==> src/rtl/lcd_field_writer.sv <==
// Renders NUM_VALS labelled decimal fields on a 16x2 LCD through the Avalon-MM LCD_Controller slave.
// Optional signed display (sign character, magnitude conversion) is enabled by defining LCD_FIELD_SIGNED_VAL_EN.
module lcd_field_writer #(
    parameter int                    NUM_VALS   = 2,
    parameter int                    VAL_WIDTH  = 6,
    parameter int                    VAL_DIGITS = 2,
    parameter logic [8*NUM_VALS-1:0] LABELS     = 16'h4443
) (
    input  logic                          clk,
    input  logic                          reset,
    input  logic [NUM_VALS*VAL_WIDTH-1:0] values,
    input  logic                          force_refresh,
    output logic                          busy,
    output logic                          refresh_done,
    output logic                          address,
    output logic                          chipselect,
    output logic                          byteenable,
    output logic                          read,
    output logic                          write,
    input  logic                          waitrequest,
    input  logic [7:0]                    readdata,
    input  logic [1:0]                    response,
    output logic [7:0]                    writedata
);

    function automatic int pow10(input int n);
        int r;
        r = 1;
        for (int i = 0; i < n; i++) r = r * 10;
        return r;
    endfunction

    localparam int FW      = NUM_VALS * VAL_WIDTH;
    localparam int BCD_W   = 4 * VAL_DIGITS;
    localparam int MAX_MAG = pow10(VAL_DIGITS) - 1;

    typedef enum logic [3:0] {
        INIT_CLR, INIT_DISP, IDLE, SNAP, CONV, SET_ADDR,
        WR_LABEL, WR_COLON, WR_SIGN, WR_DIGITS, NEXT, DONE
    } state_t;

    // Add-3 correction applied to every BCD nibble before each double-dabble shift.
    function automatic logic [BCD_W-1:0] dd_adjust(input logic [BCD_W-1:0] b);
        logic [BCD_W-1:0] r;
        r = b;
        for (int i = 0; i < VAL_DIGITS; i++) begin
            if (r[4*i +: 4] >= 4'd5) r[4*i +: 4] = r[4*i +: 4] + 4'd3;
        end
        return r;
    endfunction

    // Out-of-range fields saturate to '#' in every digit position.
    function automatic logic [7:0] digit_char(input logic [3:0] nib, input logic sat);
        return sat ? 8'h23 : (8'h30 + {4'h0, nib});
    endfunction

    function automatic logic [VAL_WIDTH-1:0] magnitude(input logic [VAL_WIDTH-1:0] v);
`ifdef LCD_FIELD_SIGNED_VAL_EN
        logic signed [VAL_WIDTH-1:0] s;
        s = $signed(v);
        return v[VAL_WIDTH-1] ? $unsigned(-s) : v;
`else
        return v;
`endif
    endfunction

    state_t                state, next_state;
    logic                  gap, pend, xfer_done;
    logic                  wr_c, addr_c;
    logic [7:0]            data_c;
    logic [1:0]            k;
    logic [2:0]            dig;
    logic [4:0]            bit_cnt;
    logic [FW-1:0]         snap_reg, shown_reg;
    logic [VAL_WIDTH-1:0]  field_k, mag_k, shreg;
    logic [BCD_W-1:0]      bcd;
    logic                  ovf;
    logic [3:0]            nib;
    logic                  unused_inputs;
`ifdef LCD_FIELD_SIGNED_VAL_EN
    logic                  neg;
`endif

    assign field_k = snap_reg[int'(k)*VAL_WIDTH +: VAL_WIDTH];
    assign mag_k   = magnitude(field_k);
    assign nib     = bcd[4*(VAL_DIGITS-1-int'(dig)) +: 4];

    assign unused_inputs = ^{readdata, response};

    // Bus outputs are decoded from state; gap forces one idle cycle after each completed transfer.
    assign xfer_done    = wr_c && !waitrequest;
    assign write        = wr_c;
    assign chipselect   = wr_c;
    assign address      = wr_c ? addr_c : 1'b0;
    assign writedata    = wr_c ? data_c : 8'h00;
    assign byteenable   = 1'b1;
    assign read         = 1'b0;
    assign busy         = (state != IDLE);
    assign refresh_done = (state == DONE);

    always_ff @(posedge clk) begin
        if (reset) state <= INIT_CLR;
        else       state <= next_state;
    end

    always_comb begin
        next_state = state;
        wr_c       = 1'b0;
        addr_c     = 1'b0;
        data_c     = 8'h00;
        case (state)
            INIT_CLR: begin
                wr_c   = !gap;
                data_c = 8'h01;
                if (xfer_done) next_state = INIT_DISP;
            end
            INIT_DISP: begin
                wr_c   = !gap;
                data_c = 8'h0C;
                if (xfer_done) next_state = SNAP;
            end
            IDLE: begin
                if (values != shown_reg || pend) next_state = SNAP;
            end
            SNAP: next_state = CONV;
            CONV: begin
                if (bit_cnt == 5'(VAL_WIDTH)) next_state = SET_ADDR;
            end
            SET_ADDR: begin
                wr_c   = !gap;
                data_c = 8'h80 | ((k >= 2'd2) ? 8'h40 : 8'h00) | (k[0] ? 8'h08 : 8'h00);
                if (xfer_done) next_state = WR_LABEL;
            end
            WR_LABEL: begin
                wr_c   = !gap;
                addr_c = 1'b1;
                data_c = LABELS[8*int'(k) +: 8];
                if (xfer_done) next_state = WR_COLON;
            end
            WR_COLON: begin
                wr_c   = !gap;
                addr_c = 1'b1;
                data_c = 8'h3A;
`ifdef LCD_FIELD_SIGNED_VAL_EN
                if (xfer_done) next_state = WR_SIGN;
`else
                if (xfer_done) next_state = WR_DIGITS;
`endif
            end
`ifdef LCD_FIELD_SIGNED_VAL_EN
            WR_SIGN: begin
                wr_c   = !gap;
                addr_c = 1'b1;
                data_c = neg ? 8'h2D : 8'h20;
                if (xfer_done) next_state = WR_DIGITS;
            end
`endif
            WR_DIGITS: begin
                wr_c   = !gap;
                addr_c = 1'b1;
                data_c = digit_char(nib, ovf);
                if (xfer_done && dig == 3'(VAL_DIGITS-1)) next_state = NEXT;
            end
            NEXT: next_state = (k == 2'(NUM_VALS-1)) ? DONE : CONV;
            DONE: next_state = IDLE;
            default: next_state = INIT_CLR;
        endcase
    end

    // Control state; the pending request wins over its clear so a request in SNAP is not lost.
    always_ff @(posedge clk) begin
        if (reset) begin
            gap     <= 1'b1;
            pend    <= 1'b0;
            k       <= 2'd0;
            dig     <= 3'd0;
            bit_cnt <= 5'd0;
        end else begin
            gap <= xfer_done;
            if (force_refresh)       pend <= 1'b1;
            else if (state == SNAP)  pend <= 1'b0;
            case (state)
                SNAP: begin
                    k       <= 2'd0;
                    bit_cnt <= 5'd0;
                end
                CONV: bit_cnt <= (bit_cnt == 5'(VAL_WIDTH)) ? 5'd0 : bit_cnt + 5'd1;
                WR_DIGITS: begin
                    if (xfer_done) dig <= (dig == 3'(VAL_DIGITS-1)) ? 3'd0 : dig + 3'd1;
                end
                NEXT: k <= k + 2'd1;
                default: ;
            endcase
        end
    end

    // Datapath: snapshot, double-dabble conversion (load cycle then VAL_WIDTH shifts), shown copy.
    always_ff @(posedge clk) begin
        case (state)
            SNAP: snap_reg <= values;
            CONV: begin
                if (bit_cnt == 5'd0) begin
                    shreg <= mag_k;
                    bcd   <= '0;
                    ovf   <= {{(32-VAL_WIDTH){1'b0}}, mag_k} > MAX_MAG[31:0];
`ifdef LCD_FIELD_SIGNED_VAL_EN
                    neg   <= field_k[VAL_WIDTH-1];
`endif
                end else begin
                    {bcd, shreg} <= {dd_adjust(bcd), shreg} << 1;
                end
            end
            DONE: shown_reg <= snap_reg;
            default: ;
        endcase
    end

endmodule

==> config.mk <==
export PLATFORM = sky130hd
export DESIGN_NAME = lcd_field_writer
export DESIGN_NICKNAME = d
export VERILOG_FILES = /design/src/rtl/lcd_field_writer.sv
export SDC_FILE = /design/constraint.sdc
export NUM_CORES = 1
export LEC_CHECK = 0
export BUFFER_PORTS_ARGS = -buffer_cell sky130_fd_sc_hd__buf_4
export CAP_MARGIN = 20
export CELL_PAD_IN_SITES_DETAIL_PLACEMENT = 0
export CELL_PAD_IN_SITES_GLOBAL_PLACEMENT = 1
export CORE_ASPECT_RATIO = 1.4
export CORE_MARGIN = 1
export CORE_UTILIZATION = 46
export CTS_BUF_LIST = sky130_fd_sc_hd__clkbuf_4 sky130_fd_sc_hd__clkbuf_8
export CTS_CLUSTER_DIAMETER = 80
export DETAILED_ROUTE_END_ITERATION = 10
export PLACE_DENSITY = 0.9
export REMOVE_ABC_BUFFERS = 1
export SETUP_SLACK_MARGIN = 0.02
export SLEW_MARGIN = 20
export SYNTH_ARGS = -nofsm -noshare
export SYNTH_HDL_FRONTEND = slang
export SYNTH_SLANG_ARGS = --single-unit
==> constraint.sdc <==
create_clock -name clk -period 2.45 [get_ports clk]
set_input_delay 0.49 -clock clk [delete_from_list [all_inputs] [get_ports clk]]
set_output_delay 0.49 -clock clk [all_outputs]
set_load 0.02 [all_outputs]
Yosys cells after proc, flatten, opt, wreduce, memory -nomap -nowiden
Cells that the tools add are included.
{"block": "totals", "wordCells": 89, "regBits": 54}
{"block": "op_classes", "bitwise_logic": 1, "n_eq_ne": 23, "n_mux": 26, "reduce_logical": 14, "n_mul": 1, "magnitude_cmp": 3, "shift": 3, "add_sub_neg": 7}
{"operator": "$pmux W8 S6", "n": 1}
{"operator": "$mux W4", "n": 11}
{"operator": "$pmux W4 S11", "n": 1}
{"operator": "$eq A4 B3 Y1 const B", "n": 4}
{"operator": "$ne A2 B2 Y1 const B", "n": 8}
{"operator": "$shiftx A16 B6 Y8 const A", "n": 1}
{"operator": "$eq A4 B4 Y1 const B", "n": 3}
{"operator": "$ne A12 B12 Y1", "n": 1}
{"operator": "$shiftx A12 B6 Y6", "n": 1}
{"operator": "$pmux W5 S2", "n": 1}
{"operator": "$eq A4 B2 Y1 const B", "n": 2}
{"operator": "$ge A4 B3 Y1 const B", "n": 2}
{"operator": "$mux W8", "n": 1}
{"operator": "$or A8 B4 Y8", "n": 1}
{"operator": "$reduce_and A8 Y1", "n": 1}
{"operator": "$shiftx A8 B6 Y4", "n": 1}
{"operator": "$add A6 B4 Y7 const A", "n": 1}
{"operator": "$mux W7", "n": 1}
{"operator": "$mux W3", "n": 2}
{"operator": "$mux W6", "n": 1}
{"operator": "$reduce_bool A2 Y1", "n": 3}
{"operator": "$reduce_or A6 Y1", "n": 1}
{"operator": "$add A5 B1 Y5 const B", "n": 1}
{"operator": "$eq A5 B3 Y1 const B", "n": 1}
{"operator": "other kinds (21)", "n": 27}

Depth between registers and ports, before layout
Gate-level depths: netlist of run 1.
{"block": "logic_depth", "ltp_word": 7, "depth_mapped": 7, "mapped_depth_nobuf": 7}

Worst setup path after synthesis of run 1
OpenSTA, ideal clock, no wires.
{"block": "synth_timing", "kind": "reg2reg", "from": "register state[1]", "to": "register bcd[0] (enable)", "stages_incl_launch_ff": 4, "arrival_ps": 1773, "setup_slack_ps": 274, "synth_period_minus_slack_ps": 2176, "path_cell_list": "dfxtp_1 -> clkbuf_1 -> clkbuf_1 -> nor3_1"}
{"block": "synth_between", "elab_chain_cells": 1}
{"item": "from (decl)", "line_no": "67", "text": "state_t state, next_state;"}
{"item": "from (signal assigned)", "line_no": "103", "text": "else state <= next_state;"}
{"item": "$eq A4 B3 Y1", "line_no": "199", "text": "case (state)"}
{"item": "to (signal assigned)", "line_no": "210", "text": "{bcd, shreg} <= {dd_adjust(bcd), shreg} << 1;"}
{"item": "to (decl)", "line_no": "76", "text": "logic [BCD_W-1:0] bcd;"}
No other way between the ends.
A chain may end at the register's enable or synchronous reset.

Worst setup path after layout of run 1
{"block": "layout_timing", "from": "register dig[1]", "to": "output port writedata[1]"}
{"block": "layout_between", "elab_chain_cells": 5}
{"item": "from (decl)", "line_no": "72", "text": "logic [2:0] dig;"}
{"item": "from (signal assigned)", "line_no": "189", "text": "if (xfer_done) dig <= (dig == 3'(VAL_DIGITS-1)) ? 3'd0 : dig + 3'd1;"}
{"item": "$sub A1 B3 Y4", "line_no": "86", "text": "assign nib = bcd[4*(VAL_DIGITS-1-int'(dig)) +: 4];"}
{"item": "$shiftx A8 B6 Y4", "line_no": "86"}
{"item": "$add A6 B4 Y7", "line_no": "54", "text": "return sat ? 8'h23 : (8'h30 + {4'h0, nib});"}
{"item": "$pmux W8 S6", "line_no": "111", "text": "case (state)"}
{"item": "$mux W8", "line_no": "95", "text": "assign writedata = wr_c ? data_c : 8'h00;"}
{"item": "to (decl)", "line_no": "23", "text": "output logic [7:0] writedata"}
No other way between the ends.

==> results of run 1 <==
-- worst min-delay path by stage --
stage | slack [ns] | cells past startpoint | start | endpoint
final | 0.36 | 1 | values[8] | snap_reg[8]
after global routing | 0.35 | 1 | values[8] | snap_reg[8]
after CTS | 0.35 | 1 | values[8] | snap_reg[8]
after detailed placement | 0.44 | 0 | snap_reg[9] | shown_reg[9]
after global placement | 0.43 | 0 | snap_reg[4] | shown_reg[4]
after floorplan | 0.43 | 0 | snap_reg[0] | shown_reg[0]
-- cell usage after synthesis, drive strengths merged, types with 2 or more instances --
| library cell | number |
|---|---|
| a21oi | 20 |
| a22oi | 4 |
| buf | 7 |
| clkbuf | 10 |
| conb | 2 |
| dfxtp | 16 |
| edfxtp | 38 |
| ha | 12 |
| inv | 13 |
| mux2 | 3 |
| mux2i | 9 |
| nand2 | 23 |
| nand2b | 8 |
| nand3 | 4 |
| nand4 | 4 |
| nor2 | 40 |
| nor2b | 4 |
| nor3 | 7 |
| nor3b | 3 |
| nor4 | 6 |
| nor4b | 2 |
| o211ai | 2 |
| o21ai | 12 |
| o21bai | 4 |
| o22ai | 2 |
| o31ai | 6 |
| or4b | 2 |
| xnor2 | 4 |
| xor2 | 16 |
-- stage by stage --
step	util, %	worst slack [ns]	power [W]
after global routing	54.3	0.00411	0.00174
after detailed placement	52.2	0.309	0.00117
final	54.3	0.105	0.00168
after global placement	52.2	0.322	0.00117
after floorplan	-	0.169	0.00110
after CTS	53.9	0.0236	0.00169
-- cell type report --
class	instances	area, sq um	share of cell area [%]
clock buffer	5	68.8	2.04
clock inverter	3	28.8	0.853
inverter	13	48.8	1.45
multi-input combinational	210	1370	40.6
sequential	54	1470	43.5
tap	72	90.1	2.67
timing repair buffer	40	300	8.90
-- kinds of logic after synthesis --
kind of cell    synth area share [%]
fa+ha+maj                       5.10
xor+xnor                        5.95
buf+inv                         4.64
mux                             4.34
simple gates                    18.8
other cells                    0.255
flops                           49.7
compound gates                  11.2
-- power by group --
part	switching, W	internal [W]	total [W]
logic	0.0000922	0.0000694	0.000162
registers	0.0000137	0.000978	0.000992
clock network	0.000318	0.000212	0.000531
total	0.000424	0.00126	0.00168
-- what timing repair did --
| item | in CTS | in global routing |
|---|---|---|
| endpoints found under the hold margin | 0 | 0 |
| pin swaps | 3 | 0 |
| resized for setup | 2 | 8 |
| setup endpoints to repair | 4 | 8 |
| setup buffers | 1 | 0 |
| hold buffers | 0 | 0 |
-- worst register-to-register path: stages, from the launching register on --
cell and delay (ns):
dfxtp_2 0.46, or4b_4 0.52, nor4_2 0.28, nand4_1 0.20, o211ai_2 0.18, mux2_4 0.33
-- cells in the final DEF, fill, tap and decap left out, drive strengths merged, types with 5 or more instances in the layout --
master | synthesis | layout
nor2 | 40 | 40
buf | 7 | 40
inv | 13 | 14
nand2 | 23 | 23
edfxtp | 38 | 38
nor4 | 6 | 6
nand2b | 8 | 8
nor3 | 7 | 7
o31ai | 6 | 6
mux2i | 9 | 9
xor2 | 16 | 16
o21ai | 12 | 12
dfxtp | 16 | 16
ha | 12 | 12
clkbuf | 10 | 5
a21oi | 20 | 20
-- per-layer routing --
metal,up-vias,track usage [%]
li1,1097,-
met1,1035,23.3
met2,43,33.7
met3,11,3.23
met4,0,7.54
met5,-,0
==> impl_results.md, run 1 <==
- Status: finished, final reports clean
- Pins Over Slew Limit: 0
- Setup TNS after final layout: 0 ns
- WL final: 6.13 mm
- Yosys top cell by area: edfxtp_1
- Post-route ant nets: 0
- Pwr dens: 499 nW/um^2
- Layout fillers: 556
- Syn avg cell area: 10.0 sq um
- TritonCTS Sinks: 54
- Critical Path, Cell by Cell: inv_1 -> ha_1 -> or4_1 -> o22a_1 -> nor2_2 -> buf_4
- Critical path data arrival time: 1.86 ns
- Placed Instances: 388
- Setup crit start: dig[1]
- CTS max path bufs: 2
- Stages on worst setup path: 6
- R2R setup slack: 0.38 ns
- Worst Tran Pin Value: 0.592 ns
- Max stage delay on crit path: 0.41 ns
- Number of DRC markers in iteration 0: 85
- Top_reg_cell synth: edfxtp_1
- CP required: 1.96 ns
- Buf/Inv on CP: 2
- First-pass detailed-route iteration total: 4
- Clk root buf: clkbuf_8
- Nets@finish: 362
- Drc violations: 0
- Worst Hold Class: input port to flip-flop
- Synth Warn #: 0
- LEAKAGE: 1.21 nW
- Clk slew on worst S/H paths: 0.11 ns
- Die area: 6720 sq um
- Initial core utilization: 47.4%
- CTS tree: done
- Critical Path Source Type: flip-flop
- Core Area: 6210 sq um
- Ports: 41
- Layout cells sized above 1: 20.9%
- Placed Area: 3240 sq um
- GRT Resource Usage Total: 19.2%
- EDFF count, synth: 38
- Fin. Hold Viols: 0
- M1 wire length: 2.64 mm
- Worst skew pair latency: 0.31 ns
- Met3 wire len: 186 um
- Slew HR: 60.2%
- Reg2Reg Depth: 5
- DR vias/cell: 5.51
- CP max FO: 2
- Largest net degree at the start of global routing: 20
- Fin crit period: 2.35 ns
- Row cnt: 34
- Delay-heaviest family, CP: simple AND/OR/NAND/NOR gates
- P&R area growth vs syn: 14.7%
- Area contributors post-synth: edfxtp_1, dfxtp_1, ha_1, nor2_1, xor2_1
- Post-Layout Cell Count: 397
- Netlist cell types: 47
- Final period utilization: 95.7%
- Initial antenna violation count: 0
- Grt total ovfl: 0
- Cell area after synthesis: 2940 sq um
- Asr flop ratio synth: 0%
- Reg2reg start: state[1]
- Critical Path Slowest Stage Cell: or4_1
- Sequential area share after synthesis: 49.7%
- Reg2reg end: state[2]
- Fin area: 3370 sq um
- Vias in the first global route: 2,190
- Fin Clk Skew: 0.00650 ns
- Die H: 96.6 um
- Max VDD drop: 0.368 mV
- Die Wd: 69.6 um
- Num CTS Buffers: 5
- CP endpoint: writedata[1]
- Ant. Diodes: 0
- RSZ-0062 raised after global routing: true
- Critical setup path kind: flip-flop to primary output
- Gpl congestion: 0.790
- DP Wirelength: 4.42 mm
- Routed wl met2: 3.18 mm
- Synthesized flop and latch total: 54
- Total of max-cap violations: 0
- Synth top area share: 38.8%
- I/O Buffers: 28
- # setup viols final: 0
- DR WL/cell: 15.4 um
- Post-Syn Instances: 294
- First-pass GRT wire length: 10.2 mm
- Worst hold slack: 0.360 ns
- Crit. End Element: primary output
- CTS H-tree depth: 2
- Fmax: 0.426 GHz
- Top Metal Used: met4
- Vias: 2,186
No activity file was read; power rests on OpenSTA's default activity.
==> run 2: changes to the inputs <==
==> constraint.sdc (replaced) <==
create_clock -name clk -period 2.45 [get_ports clk]
set_input_delay 0.1225 -clock clk [delete_from_list [all_inputs] [get_ports clk]]
set_output_delay 0.1225 -clock clk [all_outputs]
set_load 0.02 [all_outputs]
==> impl_results.md, run 2 (synthesized netlist as in run 1, its figures left out) <==
- CTS max path bufs: 2 (unchanged)
- Worst Hold Class: input port to flip-flop
- Ant. Diodes: 0 (unchanged)
- Switching Share: 23.6% (-1.6 points)
- WL final: 6.15 mm (+0.33%)
- Critical Path Source Type: flip-flop
- Pwr dens: 513 nW/um^2 (+2.8%)
- Total of max-cap violations: 0 (unchanged)
- Fin. Hold Viols: 0 (unchanged)
- Initial core utilization: 47.4% (unchanged)
- Critical setup path kind: flip-flop to primary output
- Reg2reg start: state[2]
- Row cnt: 34 (unchanged)
- Die area: 6720 sq um (unchanged)
- Die Wd: 69.6 um (unchanged)
- CP required: 2.33 ns (+0.37 ns)
- Delay-heaviest family, CP: simple AND/OR/NAND/NOR gates
- # setup viols final: 0 (unchanged)
- First-pass GRT wire length: 10.4 mm (+1.7%)
- WHS Path Cells: 2 (+1)
- Worst Tran Pin Value: 0.546 ns (-0.0461 ns)
- Status: finished, final reports clean
- Ports: 41 (unchanged)
- Power share of the clock group: 34.9% (+3.4 points)
- Fin Clk Skew: 0.00890 ns (+0.00240 ns)
- Reg2reg end: bit_cnt[2]
- Crit. End Element: primary output
- Vias: 2,237 (+2.3%)
- Critical Path, Cell by Cell: buf_4 -> buf_4 -> nand2b_1 -> or4_1 -> o22a_1 -> nor2_1 -> buf_4
- Total Power: 0.00179 W (+6.3%)
- DR WL/cell: 15.1 um (-2.4%)
- Num CTS Buffers: 5 (unchanged)
- Worst Hold End: gap
- CTS H-tree depth: 2 (unchanged)
- Number of DRC markers in iteration 0: 77 (-9.4%)
- Largest net degree at the start of global routing: 26 (+30%)
- Placed Instances: 388 (unchanged)
- Slew HR: 63.3% (+3.1 points)
- LEAKAGE: 1.26 nW (+3.7%)
- Vias in the first global route: 2,232 (+1.9%)
- Clk slew on worst S/H paths: 0.10 ns (about the same)
- Critical Path Slowest Stage Cell: or4_1
- DR vias/cell: 5.48 (-0.43%)
- Final period utilization: 94.1% (-1.7 points)
- Comb power frac: 9.9% (+0.3 points)
- CTS tree: done
- Pins Over Slew Limit: 0 (unchanged)
- Layout fillers: 549 (-1.3%)
- Cell-internal power: 0.00137 W (+8.6%)
- Grt total ovfl: 0 (unchanged)
- Nets@finish: 373 (+3.0%)
- Post-route ant nets: 0 (unchanged)
- Seq pwr share: 55.2% (-3.7 points)
- Buf/Inv on CP: 3 (+1)
- Die H: 96.6 um (unchanged)
- R2R setup slack: 0.32 ns (-0.06 ns)
- Hold_sp: waitrequest
- Setup TNS after final layout: 0 ns (unchanged)
- Core Area: 6210 sq um (unchanged)
- Gpl congestion: 0.814 (+3.0%)
- Worst hold slack: 0.0107 ns (-0.349 ns)
- Worst skew pair latency: 0.32 ns (about the same)
- Commonest non-fill, non-tap cells in the layout: nor2_1, buf_4, edfxtp_1
- Fmax: 0.434 GHz (+1.8%)
- GRT Resource Usage Total: 19.4% (+0.16 points)
- Commonest non-fill, non-tap cell in the layout: nor2_1
- Post-Layout Cell Count: 408 (+2.8%)
- P&R area growth vs syn: 18.7%
- Max VDD drop: 0.376 mV (+2.3%)
- CP max FO: 11 (+9)
- RSZ-0062 raised after global routing: true
- Max stage delay on crit path: 0.49 ns (+0.08 ns)
- Initial antenna violation count: 0 (unchanged)
- Clk root buf: clkbuf_8
- I/O Buffers: 28 (unchanged)
- Layout cells sized above 1: 17.6% (-3.4 points)
- TritonCTS Sinks: 54 (unchanged)
- P_sw: 0.000423 W (-0.33%)
- Reg2Reg Depth: 6 (+1)
- First-pass detailed-route iteration total: 4 (unchanged)
- Drc violations: 0 (unchanged)
- DP Wirelength: 4.25 mm (-3.9%)
- Most frequent cell on the critical path: buf_4
- Critical path data arrival time: 2.18 ns (+0.32 ns)
- Fin crit period: 2.30 ns (-0.0408 ns)
[run 2: timing repair]
action | 4_1_cts | 5_1_grt
hold buffers | 12 | 0
endpoints found under the setup margin | 0 | 3
endpoints found under the hold margin | 12 | 0
resized for setup | 0 | 2
buffers inserted | 0 | 0
[run 2: worst max-delay path by stage]
| stage | end | slack, ns | cells after the start | start |
|---|---|---|---|---|
| after floorplan | bcd[0] | 0.17 | 2 | state[2] |
| after global placement | bit_cnt[3] | 0.41 | 6 | state[2] |
| after detailed placement | bit_cnt[2] | 0.36 | 6 | state[2] |
| after CTS | writedata[6] | 0.10 | 7 | state[2] |
| after global routing | writedata[6] | 0.006 | 7 | state[2] |
| final | writedata[1] | 0.15 | 7 | state[2] |
[run 2: final cells by class]
| type | instances | area (sq um) | area share, % |
|---|---|---|---|
| Clock inverter | 3 | 48.8 | 1.40 |
| Clock buffer | 5 | 68.8 | 1.97 |
| Tap cell | 72 | 90.1 | 2.58 |
| Inverter | 13 | 48.8 | 1.40 |
| Sequential cell | 54 | 1460 | 41.9 |
| Multi-Input combinational cell | 210 | 1360 | 39.0 |
| Timing Repair Buffer | 51 | 413 | 11.8 |
[run 2: power by group through the flow]
stage                     Clock, W  Sequential (W)  Combinational, W
after CTS                 0.000647        0.000988          0.000176
final                     0.000625        0.000988          0.000178
after global routing      0.000669        0.000990          0.000193
after floorplan                  0         0.00102         0.0000823
after global placement           0         0.00101          0.000157
after detailed placement         0         0.00101          0.000160
[run 2: worst register-to-register path: stages, from the launching register on]
cell,delay [ns]
dfxtp_1,0.53
buf_4,0.19
or3b_2,0.45
a21oi_1,0.41
inv_1,0.11
o21bai_1,0.24
nor2_1,0.08
[run 2: metrics by stage]
step                      area, sq um  util (%)  worst slack [ns]
after global routing             3490      56.2           0.00622
after CTS                        3480      56.0             0.103
after detailed placement         3240      52.2             0.359
after floorplan                  2850         -             0.169
after global placement           3240      52.2             0.407
final                            3490      56.2             0.146
[run 2: per-layer routing]
metal	wire (um)	GRT usage, %	part of all wire (%)	vias up
met5	0	0	0	-
met3	174	2.60	2.8	8
li1	-	-	-	1117
met1	2600	23.4	42	1076
met4	92	6.91	1.5	0
met2	3280	34.8	53	36
==> run 3: changes to the inputs <==
--- a/config.mk
+++ b/config.mk
@@ -10,7 +10,7 @@
 export CELL_PAD_IN_SITES_DETAIL_PLACEMENT = 0
 export CELL_PAD_IN_SITES_GLOBAL_PLACEMENT = 1
 export CORE_ASPECT_RATIO = 1.4
-export CORE_MARGIN = 1
+export CORE_MARGIN = 2
 export CORE_UTILIZATION = 46
 export CTS_BUF_LIST = sky130_fd_sc_hd__clkbuf_4 sky130_fd_sc_hd__clkbuf_8
 export CTS_CLUSTER_DIAMETER = 80
==> impl_results.md, run 3 (synthesized netlist as in run 1, its figures left out) <==
- Commonest non-fill, non-tap cell in the layout: nor2_1
- Fin. Hold Viols: 0 (unchanged)
- First-pass GRT wire length: 10.4 mm (+0.20%)
- Hold_sp: values[8]
- Fin crit period: 2.20 ns (-0.104 ns)
- Worst Hold End: snap_reg[8]
- Row cnt: 34 (unchanged)
- Initial core utilization: 47.4% (unchanged)
- GRT Resource Usage Total: 18.4% (-0.97 points)
- Total of max-cap violations: 0 (unchanged)
- Pwr dens: 521 nW/um^2 (+1.6%)
- Critical Path Slowest Stage Cell: nor3_1
- DR WL/cell: 15.1 um (+0.50%)
- Pins Over Slew Limit: 0 (unchanged)
- Power share of the clock group: 34.2% (-0.7 points)
- Reg2reg start: state[2]
- CP required: 2.33 ns (about the same)
- Layout cells sized above 1: 17.0% (-0.53 points)
- Die Wd: 71.6 um (+2.9%)
- Max stage delay on crit path: 0.43 ns (-0.06 ns)
- Buf/Inv on CP: 2 (-1)
- Worst skew pair latency: 0.29 ns (-0.03 ns)
- Clk root buf: clkbuf_8
- Critical setup path kind: flip-flop to primary output
- TritonCTS Sinks: 54 (unchanged)
- Fmax: 0.454 GHz (+4.7%)
- DP Wirelength: 4.36 mm (+2.6%)
- Final period utilization: 89.8% (-4.3 points)
- Fin Clk Skew: 0.00537 ns (-0.00354 ns)
- Drc violations: 0 (unchanged)
- Max VDD drop: 0.496 mV (+32%)
- Initial antenna violation count: 0 (unchanged)
- I/O Buffers: 28 (unchanged)
- Worst Hold Class: input port to flip-flop
- CTS H-tree depth: 2 (unchanged)
- Comb power frac: 9.4% (-0.5 points)
- Critical Path Source Type: flip-flop
- Postcts setup bufs: 0 (unchanged)
- WL final: 5.98 mm (-2.7%)
- Most frequent cell on the critical path: buf_4
- Crit. End Element: primary output
- Critical Path, Cell by Cell: buf_4 -> nor2b_1 -> nor2_1 -> nand3_1 -> nor3_1 -> buf_4
- WHS Path Cells: 1 (-1)
- Vias: 2,159 (-3.5%)
- P_sw: 0.000396 W (-6.4%)
- First-pass detailed-route iteration total: 4 (unchanged)
- Gpl congestion: 0.806 (-1.0%)
- Setup TNS after final layout: 0 ns (unchanged)
- Core Area: 6210 sq um (unchanged)
- Commonest non-fill, non-tap cells in the layout: nor2_1, edfxtp_1, buf_4
- LEAKAGE: 1.20 nW (-4.4%)
- Total Power: 0.00175 W (-2.5%)
- Num CTS Buffers: 5 (unchanged)
- CTS tree: done
- Nets@finish: 360 (-3.5%)
- Clk slew on worst S/H paths: 0.10 ns (about the same)
- Slew HR: 61.1% (-2.1 points)
- Status: finished, final reports clean
- Critical path data arrival time: 2.08 ns (-0.10 ns)
- Cell-internal power: 0.00135 W (-1.3%)
- CTS max path bufs: 2 (unchanged)
- Die H: 98.6 um (+2.1%)
- DR vias/cell: 5.47 (-0.31%)
- Post-route ant nets: 0 (unchanged)
- Reg2Reg Depth: 5 (-1)
- P&R area growth vs syn: 13.9%
- Delay-heaviest family, CP: simple AND/OR/NAND/NOR gates
- Switching Share: 22.7% (-0.94 points)
- RSZ-0062 raised after global routing: false
- Die area: 7060 sq um (+5.0%)
- Largest net degree at the start of global routing: 26 (unchanged)
- Ant. Diodes: 0 (unchanged)
- Ports: 41 (unchanged)
- Seq pwr share: 56.4% (+1.2 points)
- Grt total ovfl: 0 (unchanged)
- Reg2reg end: state[2]
- R2R setup slack: 0.43 ns (+0.11 ns)
- Worst Tran Pin Value: 0.578 ns (+0.0319 ns)
- Vias in the first global route: 2,194 (-1.7%)
- # setup viols final: 0 (unchanged)
- CP max FO: 25 (+14)
- Number of DRC markers in iteration 0: 47 (-39%)
- Fin util: 53.9% (-2.3 points)
## run 3: cell type report
cell class	instances	area (sq um)
inverter	13	48.8
clock inverter	3	42.5
fill	589	2860
multi-input combinational	210	1350
clock buffer	5	68.8
sequential	54	1460
timing repair buffer	38	288
tap	72	90.1
## run 3: power groups by stage
stage	registers, W	logic (W)	clock network [W]
after floorplan	0.00102	0.0000823	0
after global placement	0.00100	0.000162	0
after detailed placement	0.00100	0.000164	0
after CTS	0.000984	0.000165	0.000612
after global routing	0.000985	0.000184	0.000640
final	0.000984	0.000165	0.000597
## run 3: worst reg2reg max path, delay by kind of cell (launching register included)
kind | cells | cell delay, ns
muxes | 1 | 0.33
AOI/OAI and AO/OA | 1 | 0.17
DFF | 1 | 0.41
and+or+nand+nor | 3 | 1.00
## run 3: worst max-delay path by stage
stage | start | end | slack [ns] | depth (start not counted)
2_1_floorplan | state[2] | bcd[0] | 0.17 | 2
3_3_place_gp | state[2] | state[2] | 0.39 | 5
3_5_place_dp | state[2] | state[2] | 0.35 | 5
4_1_cts | state[2] | writedata[6] | 0.16 | 5
5_1_grt | state[1] | writedata[6] | 0.14 | 6
6_report | state[1] | writedata[6] | 0.25 | 6
## run 3: stage by stage
step                hold WS, ns  std cells  worst slack, ns  cell area [sq um]
finish                   0.0133        395            0.250               3350
global route           0.000279        395            0.136               3350
CTS                     0.00472        394            0.156               3340
detailed placement        0.318        386            0.347               3230
global placement          0.317        386            0.391               3230
floorplan                 0.192        277            0.169               2850
## run 3: timing repair
item                                   CTS  global route
endpoints found under the hold margin    0             1
hold buffers                             0             1
gates resized for setup                  0             1
setup endpoints to repair                0             1
## run 3: routing by layer
metal	up-vias	share of wire [%]	track usage, %	routed length (um)
met5	-	0	0	0
met4	0	1.2	4.64	74
met3	4	2.7	2.97	164
met2	33	53	32.7	3160
met1	1030	43	23.1	2580
li1	1092	-	-	-
